[config.mk]
export PLATFORM = sky130hd
export DESIGN_NAME = alu_sequencer_flat
export DESIGN_NICKNAME = d
export VERILOG_FILES = /design/src/rtl/alu_sequencer_if.sv /design/src/rtl/alu_sequencer.sv /design/src/flat_wrapper.sv
export SDC_FILE = /design/constraint.sdc
export NUM_CORES = 1
export LEC_CHECK = 0
export CAP_MARGIN = 20
export CORE_MARGIN = 10
export CORE_UTILIZATION = 37
export CTS_CLUSTER_SIZE = 28
export DETAILED_ROUTE_END_ITERATION = 10
export GPL_ROUTABILITY_DRIVEN = 0
export PLACE_DENSITY_LB_ADDON = 0.15
export SYNTH_ARGS = -nofsm -noshare
export SYNTH_HDL_FRONTEND = slang
export SYNTH_SLANG_ARGS = --single-unit
export TNS_END_PERCENT = 50
[constraint.sdc]
create_clock -name clk -period 2.1 [get_ports clk]
set_input_delay 0.315 -clock clk [delete_from_list [all_inputs] [get_ports clk]]
set_output_delay 0.315 -clock clk [all_outputs]
set_load 0.02 [all_outputs]
[src/rtl/alu_sequencer_if.sv]
// Bus between the ALU sequencer and its environment: instruction handshake,
// register-file read/write ports, ALU operand/result lines and status pulses.
interface alu_sequencer_if #(
    parameter int REG_ADDR_W = 5
);
    logic                  instr_valid;
    logic                  instr_ready;
    logic [31:0]           instr;

    logic [REG_ADDR_W-1:0] rf_raddr_a;
    logic [REG_ADDR_W-1:0] rf_raddr_b;
    logic [31:0]           rf_rdata_a;
    logic [31:0]           rf_rdata_b;
    logic                  rf_we;
    logic [REG_ADDR_W-1:0] rf_waddr;
    logic [31:0]           rf_wdata;

    logic [31:0]           alu_operand_a;
    logic [31:0]           alu_operand_b;
    logic [4:0]            alu_control;
    logic [31:0]           alu_result;
    logic                  alu_zero;

    logic                  done;
    logic                  zero_flag;
    logic                  illegal_op;
    logic                  div_by_zero;

    modport master (
        input  instr_valid, instr, rf_rdata_a, rf_rdata_b, alu_result, alu_zero,
        output instr_ready, rf_raddr_a, rf_raddr_b, rf_we, rf_waddr, rf_wdata,
               alu_operand_a, alu_operand_b, alu_control,
               done, zero_flag, illegal_op, div_by_zero
    );

    modport slave (
        output instr_valid, instr, rf_rdata_a, rf_rdata_b, alu_result, alu_zero,
        input  instr_ready, rf_raddr_a, rf_raddr_b, rf_we, rf_waddr, rf_wdata,
               alu_operand_a, alu_operand_b, alu_control,
               done, zero_flag, illegal_op, div_by_zero
    );
endinterface

[src/rtl/alu_sequencer.sv]
// Four-state execute controller: fetches operands from a sync-read register file,
// drives a combinational ALU, and writes the result back with a fixed 3-cycle latency.
module alu_sequencer #(
    parameter int REG_ADDR_W = 5,
    parameter int IMM_W      = 12
) (
    input  logic            clk,
    input  logic            rst_n,
    alu_sequencer_if.master bus
);
    typedef enum logic [1:0] {
        S_IDLE,
        S_DECODE,
        S_EXECUTE,
        S_WRITEBACK
    } state_t;

    localparam logic [4:0] OP_NOP  = 5'b00000;
    localparam logic [4:0] OP_ADD  = 5'b00001;
    localparam logic [4:0] OP_SUB  = 5'b00010;
    localparam logic [4:0] OP_ADDI = 5'b00011;
    localparam logic [4:0] OP_MUL  = 5'b00100;
    localparam logic [4:0] OP_DIV  = 5'b00101;
    localparam logic [4:0] OP_AND  = 5'b00110;
    localparam logic [4:0] OP_OR   = 5'b00111;
    localparam logic [4:0] OP_XOR  = 5'b01000;
    localparam logic [4:0] OP_XORI = 5'b01001;
    localparam logic [4:0] OP_SLL  = 5'b01010;
    localparam logic [4:0] OP_SRL  = 5'b01011;
    localparam logic [4:0] OP_SRA  = 5'b01100;
    localparam logic [4:0] OP_SLT  = 5'b10100;

    function automatic logic op_legal(input logic [4:0] op);
        case (op)
            OP_NOP, OP_ADD, OP_SUB, OP_ADDI, OP_MUL, OP_DIV, OP_AND, OP_OR,
            OP_XOR, OP_XORI, OP_SLL, OP_SRL, OP_SRA, OP_SLT: op_legal = 1'b1;
            default:                                         op_legal = 1'b0;
        endcase
    endfunction

    state_t                state;
    logic [4:0]            op_q;
    logic [REG_ADDR_W-1:0] rd_q;
    logic [IMM_W-1:0]      imm_q;
    logic                  legal_q;
    logic [31:0]           result_q;
    logic                  zero_q;

    logic [REG_ADDR_W-1:0] raddr_a_q;
    logic [REG_ADDR_W-1:0] raddr_b_q;
    logic [REG_ADDR_W-1:0] waddr_q;
    logic                  we_q;
    logic [4:0]            ctrl_q;
    logic                  done_q;
    logic                  zero_flag_q;
    logic                  illegal_q;
    logic                  div_zero_q;

    logic [31:0]           imm_ext;
    logic [31:0]           operand_a;
    logic [31:0]           operand_b;

    assign imm_ext = {{(32-IMM_W){imm_q[IMM_W-1]}}, imm_q};

    // NOTE: every variable gets a default before the conditional path, so no latch is inferred.
    always_comb begin
        operand_a = '0;
        operand_b = '0;
        if (state == S_EXECUTE) begin
            operand_a = bus.rf_rdata_a;
            operand_b = (op_q == OP_ADDI || op_q == OP_XORI) ? imm_ext : bus.rf_rdata_b;
        end
    end

    always_ff @(posedge clk or negedge rst_n) begin
        if (!rst_n) begin
            state       <= S_IDLE;
            op_q        <= OP_NOP;
            rd_q        <= '0;
            imm_q       <= '0;
            legal_q     <= 1'b0;
            result_q    <= '0;
            zero_q      <= 1'b0;
            raddr_a_q   <= '0;
            raddr_b_q   <= '0;
            waddr_q     <= '0;
            we_q        <= 1'b0;
            ctrl_q      <= OP_NOP;
            done_q      <= 1'b0;
            zero_flag_q <= 1'b0;
            illegal_q   <= 1'b0;
            div_zero_q  <= 1'b0;
        end else begin
            // NOTE: non-blocking defaults make the status strobes single-cycle pulses
            // that are only raised again by the EXECUTE branch below.
            we_q       <= 1'b0;
            done_q     <= 1'b0;
            illegal_q  <= 1'b0;
            div_zero_q <= 1'b0;

            case (state)
                S_IDLE: begin
                    if (bus.instr_valid) begin
                        op_q      <= bus.instr[31:27];
                        rd_q      <= bus.instr[26 -: REG_ADDR_W];
                        imm_q     <= bus.instr[IMM_W-1:0];
                        // Addresses go out during DECODE so read data lands in EXECUTE.
                        raddr_a_q <= bus.instr[21 -: REG_ADDR_W];
                        raddr_b_q <= bus.instr[16 -: REG_ADDR_W];
                        state     <= S_DECODE;
                    end
                end
                S_DECODE: begin
                    legal_q <= op_legal(op_q);
                    ctrl_q  <= op_legal(op_q) ? op_q : OP_NOP;
                    state   <= S_EXECUTE;
                end
                S_EXECUTE: begin
                    result_q   <= bus.alu_result;
                    zero_q     <= bus.alu_zero;
                    waddr_q    <= rd_q;
                    done_q     <= 1'b1;
                    we_q       <= legal_q && (op_q != OP_NOP) && (rd_q != '0);
                    illegal_q  <= !legal_q;
                    div_zero_q <= (op_q == OP_DIV) && (operand_b == '0);
                    state      <= S_WRITEBACK;
                end
                S_WRITEBACK: begin
                    if (legal_q && (op_q != OP_NOP)) begin
                        zero_flag_q <= zero_q;
                    end
                    state <= S_IDLE;
                end
                default: state <= S_IDLE;
            endcase
        end
    end

    assign bus.instr_ready   = (state == S_IDLE);
    assign bus.rf_raddr_a    = raddr_a_q;
    assign bus.rf_raddr_b    = raddr_b_q;
    assign bus.rf_we         = we_q;
    assign bus.rf_waddr      = waddr_q;
    assign bus.rf_wdata      = result_q;
    assign bus.alu_operand_a = operand_a;
    assign bus.alu_operand_b = operand_b;
    assign bus.alu_control   = ctrl_q;
    assign bus.done          = done_q;
    assign bus.zero_flag     = zero_flag_q;
    assign bus.illegal_op    = illegal_q;
    assign bus.div_by_zero   = div_zero_q;
endmodule

[src/flat_wrapper.sv]
// flat-port wrapper written by rule: the top's interface ports become plain ports
module alu_sequencer_flat 
#(
    parameter int REG_ADDR_W = 5,
    parameter int IMM_W      = 12
)
  (clk, rst_n, bus_instr_valid, bus_instr, bus_rf_rdata_a, bus_rf_rdata_b, bus_alu_result, bus_alu_zero, bus_instr_ready, bus_rf_raddr_a, bus_rf_raddr_b, bus_rf_we, bus_rf_waddr, bus_rf_wdata, bus_alu_operand_a, bus_alu_operand_b, bus_alu_control, bus_done, bus_zero_flag, bus_illegal_op, bus_div_by_zero);
  alu_sequencer_if #(.REG_ADDR_W(REG_ADDR_W)) bus_i ();
  input  logic clk;
  input  logic rst_n;
  input wire logic [$bits(bus_i.instr_valid)-1:0] bus_instr_valid;
  input wire logic [$bits(bus_i.instr)-1:0] bus_instr;
  input wire logic [$bits(bus_i.rf_rdata_a)-1:0] bus_rf_rdata_a;
  input wire logic [$bits(bus_i.rf_rdata_b)-1:0] bus_rf_rdata_b;
  input wire logic [$bits(bus_i.alu_result)-1:0] bus_alu_result;
  input wire logic [$bits(bus_i.alu_zero)-1:0] bus_alu_zero;
  output wire logic [$bits(bus_i.instr_ready)-1:0] bus_instr_ready;
  output wire logic [$bits(bus_i.rf_raddr_a)-1:0] bus_rf_raddr_a;
  output wire logic [$bits(bus_i.rf_raddr_b)-1:0] bus_rf_raddr_b;
  output wire logic [$bits(bus_i.rf_we)-1:0] bus_rf_we;
  output wire logic [$bits(bus_i.rf_waddr)-1:0] bus_rf_waddr;
  output wire logic [$bits(bus_i.rf_wdata)-1:0] bus_rf_wdata;
  output wire logic [$bits(bus_i.alu_operand_a)-1:0] bus_alu_operand_a;
  output wire logic [$bits(bus_i.alu_operand_b)-1:0] bus_alu_operand_b;
  output wire logic [$bits(bus_i.alu_control)-1:0] bus_alu_control;
  output wire logic [$bits(bus_i.done)-1:0] bus_done;
  output wire logic [$bits(bus_i.zero_flag)-1:0] bus_zero_flag;
  output wire logic [$bits(bus_i.illegal_op)-1:0] bus_illegal_op;
  output wire logic [$bits(bus_i.div_by_zero)-1:0] bus_div_by_zero;
  assign bus_i.instr_valid = bus_instr_valid;
  assign bus_i.instr = bus_instr;
  assign bus_i.rf_rdata_a = bus_rf_rdata_a;
  assign bus_i.rf_rdata_b = bus_rf_rdata_b;
  assign bus_i.alu_result = bus_alu_result;
  assign bus_i.alu_zero = bus_alu_zero;
  assign bus_instr_ready = bus_i.instr_ready;
  assign bus_rf_raddr_a = bus_i.rf_raddr_a;
  assign bus_rf_raddr_b = bus_i.rf_raddr_b;
  assign bus_rf_we = bus_i.rf_we;
  assign bus_rf_waddr = bus_i.rf_waddr;
  assign bus_rf_wdata = bus_i.rf_wdata;
  assign bus_alu_operand_a = bus_i.alu_operand_a;
  assign bus_alu_operand_b = bus_i.alu_operand_b;
  assign bus_alu_control = bus_i.alu_control;
  assign bus_done = bus_i.done;
  assign bus_zero_flag = bus_i.zero_flag;
  assign bus_illegal_op = bus_i.illegal_op;
  assign bus_div_by_zero = bus_i.div_by_zero;
  alu_sequencer #(.REG_ADDR_W(REG_ADDR_W), .IMM_W(IMM_W)) u_core (.clk(clk), .rst_n(rst_n), .bus(bus_i));
endmodule
# After elaboration in Yosys (flattened, before gate mapping)
# Memories as Yosys holds them, arrays and structs flattened. A register that Yosys moved wholly into a read port is not among the register bits.
# Index checks and enable logic that the tools add are counted.
# W data, S select, Z words.
dict set report word_totals {
  reg_bits 82
  rom_bits 64
  inputBits 132
  out_inout_bits 122
  elab_cells 47
  n_memories 2
}
# name depth width read_ports rd_clocked_by_memory_dff write_ports line_no
set mem_list {}
lappend mem_list {{(name not given)} 32 1 1 1 0 alu_sequencer.sv:34} ;# case (op)
lappend mem_list {{(name not given)} 32 1 1 0 0 alu_sequencer.sv:34}
dict set report op_classes {
  n_eq_ne 7
  muxes 11
  reduce_logical 12
}
# operator count
set ops {}
lappend ops {{$mux W32} 3}
lappend ops {{$logic_not A32 Y1} 1}
lappend ops {{$reduce_bool A5 Y1} 2}
lappend ops {{$pmux W2 S4} 1}
lappend ops {{$eq A5 B2 Y1 const B} 1}
lappend ops {{$eq A5 B3 Y1 const B} 1}
lappend ops {{$eq A5 B4 Y1 const B} 1}
lappend ops {{$mux W1} 5}
lappend ops {{$mux W5} 1}
lappend ops {{$eq A2 B2 Y1 const B} 2}
lappend ops {{$reduce_and A2 Y1} 2}
lappend ops {{$logic_and A1 B1 Y1} 3}
lappend ops {{$eq A2 B1 Y1 const B} 1}
lappend ops {{$logic_not A1 Y1} 2}
lappend ops {{$logic_not A2 Y1} 1}
lappend ops {{$mux W2} 1}
lappend ops {{$ne A2 B2 Y1 const B} 1}
lappend ops {{$logic_or A1 B1 Y1} 1}

# Longest topological paths before layout
dict set report depth {
  word_depth 7
  depth_mapped 7
  mapped_depth_nobuf 5
}

# Least setup slack after synthesis
# Ideal clock, no wire load.
dict set report synth_path {
  path_kind {flip-flop to output port}
  start {register u_core.op_q[1]}
  end {output port bus_alu_operand_b[11]}
  arrival_ns 1.690
  required_ns 1.785
  path_slack_ns 0.095
  stages_incl_launch_ff 7
  path_buffers 2
  cell_sequence {dfrtp_1 > xnor2_1 > or3_1 > buf_6 > clkbuf_1 > nand2_1 > a21boi_0}
}
dict set report synth_between {
  elab_chain_len 4
  word_cells_on_any_way 5
  cone_classes {eq/ne (2); mux (2); reduce/logical (1)}
}
# element line_no
set synth_lines {}
lappend synth_lines {{from (decl)} alu_sequencer.sv:42} ;# logic [4:0] op_q;
lappend synth_lines {{from (signal assigned)} alu_sequencer.sv:104} ;# op_q <= bus.instr[31:27];
lappend synth_lines {{$eq A5 B2 Y1 / $eq A5 B4 Y1 (equally long branches)} alu_sequencer.sv:71} ;# operand_b = (op_q == OP_ADDI || op_q == OP_XORI) ? imm_ext : bus.rf_rdata_b;
lappend synth_lines {{$logic_or A1 B1 Y1 *} alu_sequencer.sv:71}
lappend synth_lines {{$mux W32 *} alu_sequencer.sv:71}
lappend synth_lines {{$mux W32 *} alu_sequencer.sv:69} ;# if (state == S_EXECUTE) begin
lappend synth_lines {{to (decl)} flat_wrapper.sv:24} ;# output wire logic [$bits(bus_i.alu_operand_b)-1:0] bus_alu_operand_b;
# Every way passes the cells marked *; elsewhere a longest branch is shown, timed or not.

# Worst setup path in the final report
dict set report layout_path {
  start {register u_core.op_q[1]}
  end {output port bus_alu_operand_b[3]}
}
# Same word-level chain as after synthesis.

==> impl_metrics.py <==
metrics = {
    "grt": {
        "antenna_found_initial": 0,
        "grt_pass1_vias": 3823,
        "grtUsageTotal": 0.167,
        "grt_max_degree": 34,
        "grt_overflow": 0,
        "grt_pass1_wl_mm": 20.1,
    },
    "clock_network": {
        "worstSkewPairLatency_ns": 0.35,
        "clkSinkCount": 83,
        "clk_pin_slew_worst_paths_ns": 0.08,
        "cts_buffer_depth": 2,
        "root_buffer": "clkbuf_8",
        "cts_made_buffers": 9,
        "cts_tree": "done",
        "htreeDepth": 3,
    },
    "die": {
        "placementRows": 37,
        "die-area_um2": 15300,
        "core-area_um2": 10400,
        "die_width_um": 124,
        "initial_core_util": 0.382,
        "io_pins": 254,
        "die_y_um": 124,
    },
    "finish": {
        "syn2layout_area_growth_pct": 75.1,
        "multiInputGateArea_um2": 1800,
        "seq_area_um2": 2080,
        "nFillCells": 844,
        "diodes": 0,
        "final_layout_size_suffix_gt1_frac": 0.298,
        "final_nets": 748,
    },
    "logic_synthesis": {
        "muxShareOfSynthArea": 0.224,
        "syn_area_um2": 3970,
        "ys_ff_latch": 83,
        "syn-num-nets": 475,
        "yosys.area_share.simple": 0.133,
        "syn-instance-count": 339,
        "synth_edf_count": 0,
        "synth.avg_cell_area_um2": 11.7,
        "synthFlopType": "dfrtp_1",
        "ys_warn_count": 0,
        "synth-compound-area-share": 0.0669,
        "synthAdderAreaFrac": 0.0126,
        "synth_cell_types": 30,
        "yosysMostFrequentCell": "dfrtp_1",
        "synth-async-reset-ratio": 1.00,
        "synth_top_area_cell": "dfrtp_1",
        "ys_seq_area_frac": 0.524,
        "synth.area.top_cells": "dfrtp_1, mux2_2, and2_1",
        "synth_commonest_cells": "dfrtp_1, mux2_2, and2_1",
        "synth_top_family_by_area": "multiplexers",
        "synthDominantCellAreaShare": 0.524,
        "synth_xor_area_frac": 0.00221,
    },
    "sta": {
        "worstMarginPinSlew_ns": 0.656,
        "layout_min_cycle_time_ns": 2.26,
        "worst_slack_ns": -0.161,
        "setup_viol": 28,
        "relSlewSlack": 0.557,
        "fin_crit_sh": 1.08,
        "max_freq_mhz": 442,
        "final_hold_viol_count": 0,
        "whs_ns": 0.431,
        "drv_slew": 0,
        "rsz0062_at_grt": "yes",
        "fin_skew_ns": 0.00941,
    },
    "detailed_routing": {
        "drtIter0Drc": 152,
        "met1_length_mm": 4.84,
        "vias_per_cell": 4.73,
        "routed_wl_mm": 13.6,
        "ant_nets": 0,
        "drt-wirelength-per-cell_um": 18.1,
        "drc_errors": 0,
        "top_layer_used": "met4",
        "dr_wl_met3_mm": 1.63,
        "dr.pass1.iters": 4,
        "wl_met2_mm": 7.04,
        "vias": 3560,
    },
    "worst_setup_path": {
        "path_class": "reg -> out",
        "start_kind": "register",
        "reg2reg_depth": 5,
        "arrival_ns": 1.95,
        "crit_required_ns": 1.78,
        "endpoint_kind": "primary output",
        "crit_fanout": 8,
    },
    "outcome": {
        "failed_checks": "setup timing",
        "status": "finished, violations left",
    },
    "power_and_ir_drop": {
        "power_leakage_uw": 0.00314,
        "power-per-cell-area_nw_per_um2": 1450,
        "irDropWorstVdd_uv": 809,
    },
    "hold_path": {
        "hold_path.class": "in -> async",
    },
    "placement": {
        "preCtsSetupSlack_ns": -0.204,
        "portBuffers": 253,
        "hpwl_mm": 11.1,
    },
    "run": {
        "timing.max_cap.violations": 0,
    },
}
## placed cells by master (no fill, tap or decap), types with 4 or more instances in the layout
cell type / synthesis / routed
a21boi_0: 21 / 9
a21boi_1: 0 / 10
and2_1: 32 / 32
buf_2: 0 / 10
buf_4: 0 / 40
buf_6: 2 / 6
buf_8: 0 / 4
clkbuf_2: 0 / 25
clkbuf_8: 0 / 9
clkdlybuf4s15_1: 0 / 4
clkdlybuf4s50_1: 0 / 187
dfrtp_1: 83 / 83
dlygate4sd2_1: 0 / 4
inv_1: 14 / 14
mux2_2: 69 / 69
mux2i_1: 11 / 11
nand2_1: 24 / 19
nand2_2: 0 / 5
nand3_1: 4 / 4
nor2_1: 5 / 5
nor2b_1: 12 / 12
nor4_1: 10 / 10
o21ai_0: 8 / 8
## cell type report
| class | instances | share of cell area |
|---|---|---|
| Timing Repair Buffer | 284 | 0.378 |
| Sequential cell | 83 | 0.299 |
| Multi-Input combinational cell | 220 | 0.259 |
| Tap cell | 136 | 0.0245 |
| Clock buffer | 11 | 0.0189 |
| Clock inverter | 5 | 0.0124 |
| Inverter | 14 | 0.00757 |
## final timing paths
path,to,from,slack (ns)
max in group asynchronous,u_core.state[0]$_DFFE_PN0P_,rst_n,1.03
max,bus_alu_operand_b[3],u_core.op_q[1]$_DFFE_PN0P_,-0.16
min reg2reg,u_core.bus.illegal_op$_DFF_PN0_,u_core.legal_q$_DFFE_PN0N_,0.46
max reg2reg,u_core.bus.zero_flag$_DFFE_PN0P_,u_core.op_q[0]$_DFFE_PN0P_,0.35
min,u_core.bus.rf_wdata[15]$_DFFE_PN0P_,rst_n,0.43
min in group clk,u_core.bus.illegal_op$_DFF_PN0_,u_core.legal_q$_DFFE_PN0N_,0.46
## worst max-delay path, stage by stage (launching register included)
cell     delay [ns]
dfrtp_1        0.41
xnor2_2        0.15
or3_4          0.40
buf_8          0.15
buf_6          0.11
mux2i_1        0.11
nor2b_1        0.11
buf_4          0.15
## where the power goes
| group | internal (uW) | switching [uW] | leakage, uW |
|---|---|---|---|
| Combinational | 3050 | 2880 | 0.00204 |
| Clock | 680 | 574 | 0.000108 |
| Sequential | 2400 | 451 | 0.000993 |
## cells by family after synthesis
family	after synthesis
simple gates	96
flops	83
mux	80
compound gates	39
buf+inv	36
fa+ha+maj	4
xor+xnor	1
## layer usage
layer,global-route usage,up-vias
met2,0.298,144
met5,0,-
met4,0.0451,0
met1,0.168,1699
met3,0.0852,11
li1,-,1706
## flip-flops by register name, indices dropped and copies added (netlist names)
signal and flops:
u_core.bus.rf_wdata 32, u_core.imm_q 12, u_core.bus.alu_control 5, u_core.bus.rf_raddr_a 5, u_core.bus.rf_raddr_b 5, u_core.bus.rf_waddr 5
u_core.op_q 5, u_core.rd_q 5, u_core.state 2, u_core.bus.div_by_zero 1, u_core.bus.done 1, u_core.bus.illegal_op 1
u_core.bus.rf_we 1, u_core.bus.zero_flag 1, u_core.legal_q 1, u_core.zero_q 1
## per-stage QoR
stage	total power (uW)	utilization	instances	TNS [ns]	cell area, um^2
after floorplan	5960	-	339	0	3970
after global placement	8740	0.654	729	-3.44	6780
after detailed placement	8910	0.654	729	-4.46	6780
after CTS	9970	0.664	747	-2.26	6880
after global routing	10700	0.670	753	-4.58	6940
final	10000	0.670	753	-2.55	6940
## repair_timing
item | in CTS | in global routing
pin swaps | 0 | 6
hold buffers | 1 | 0
resized for setup | 211 | 84
cloned | 0 | 2
endpoints found under the setup margin | 65 | 64
hold endpoints to repair | 29 | 0
buffers inserted | 1 | 5
No activity file was read; power rests on OpenSTA's default activity.
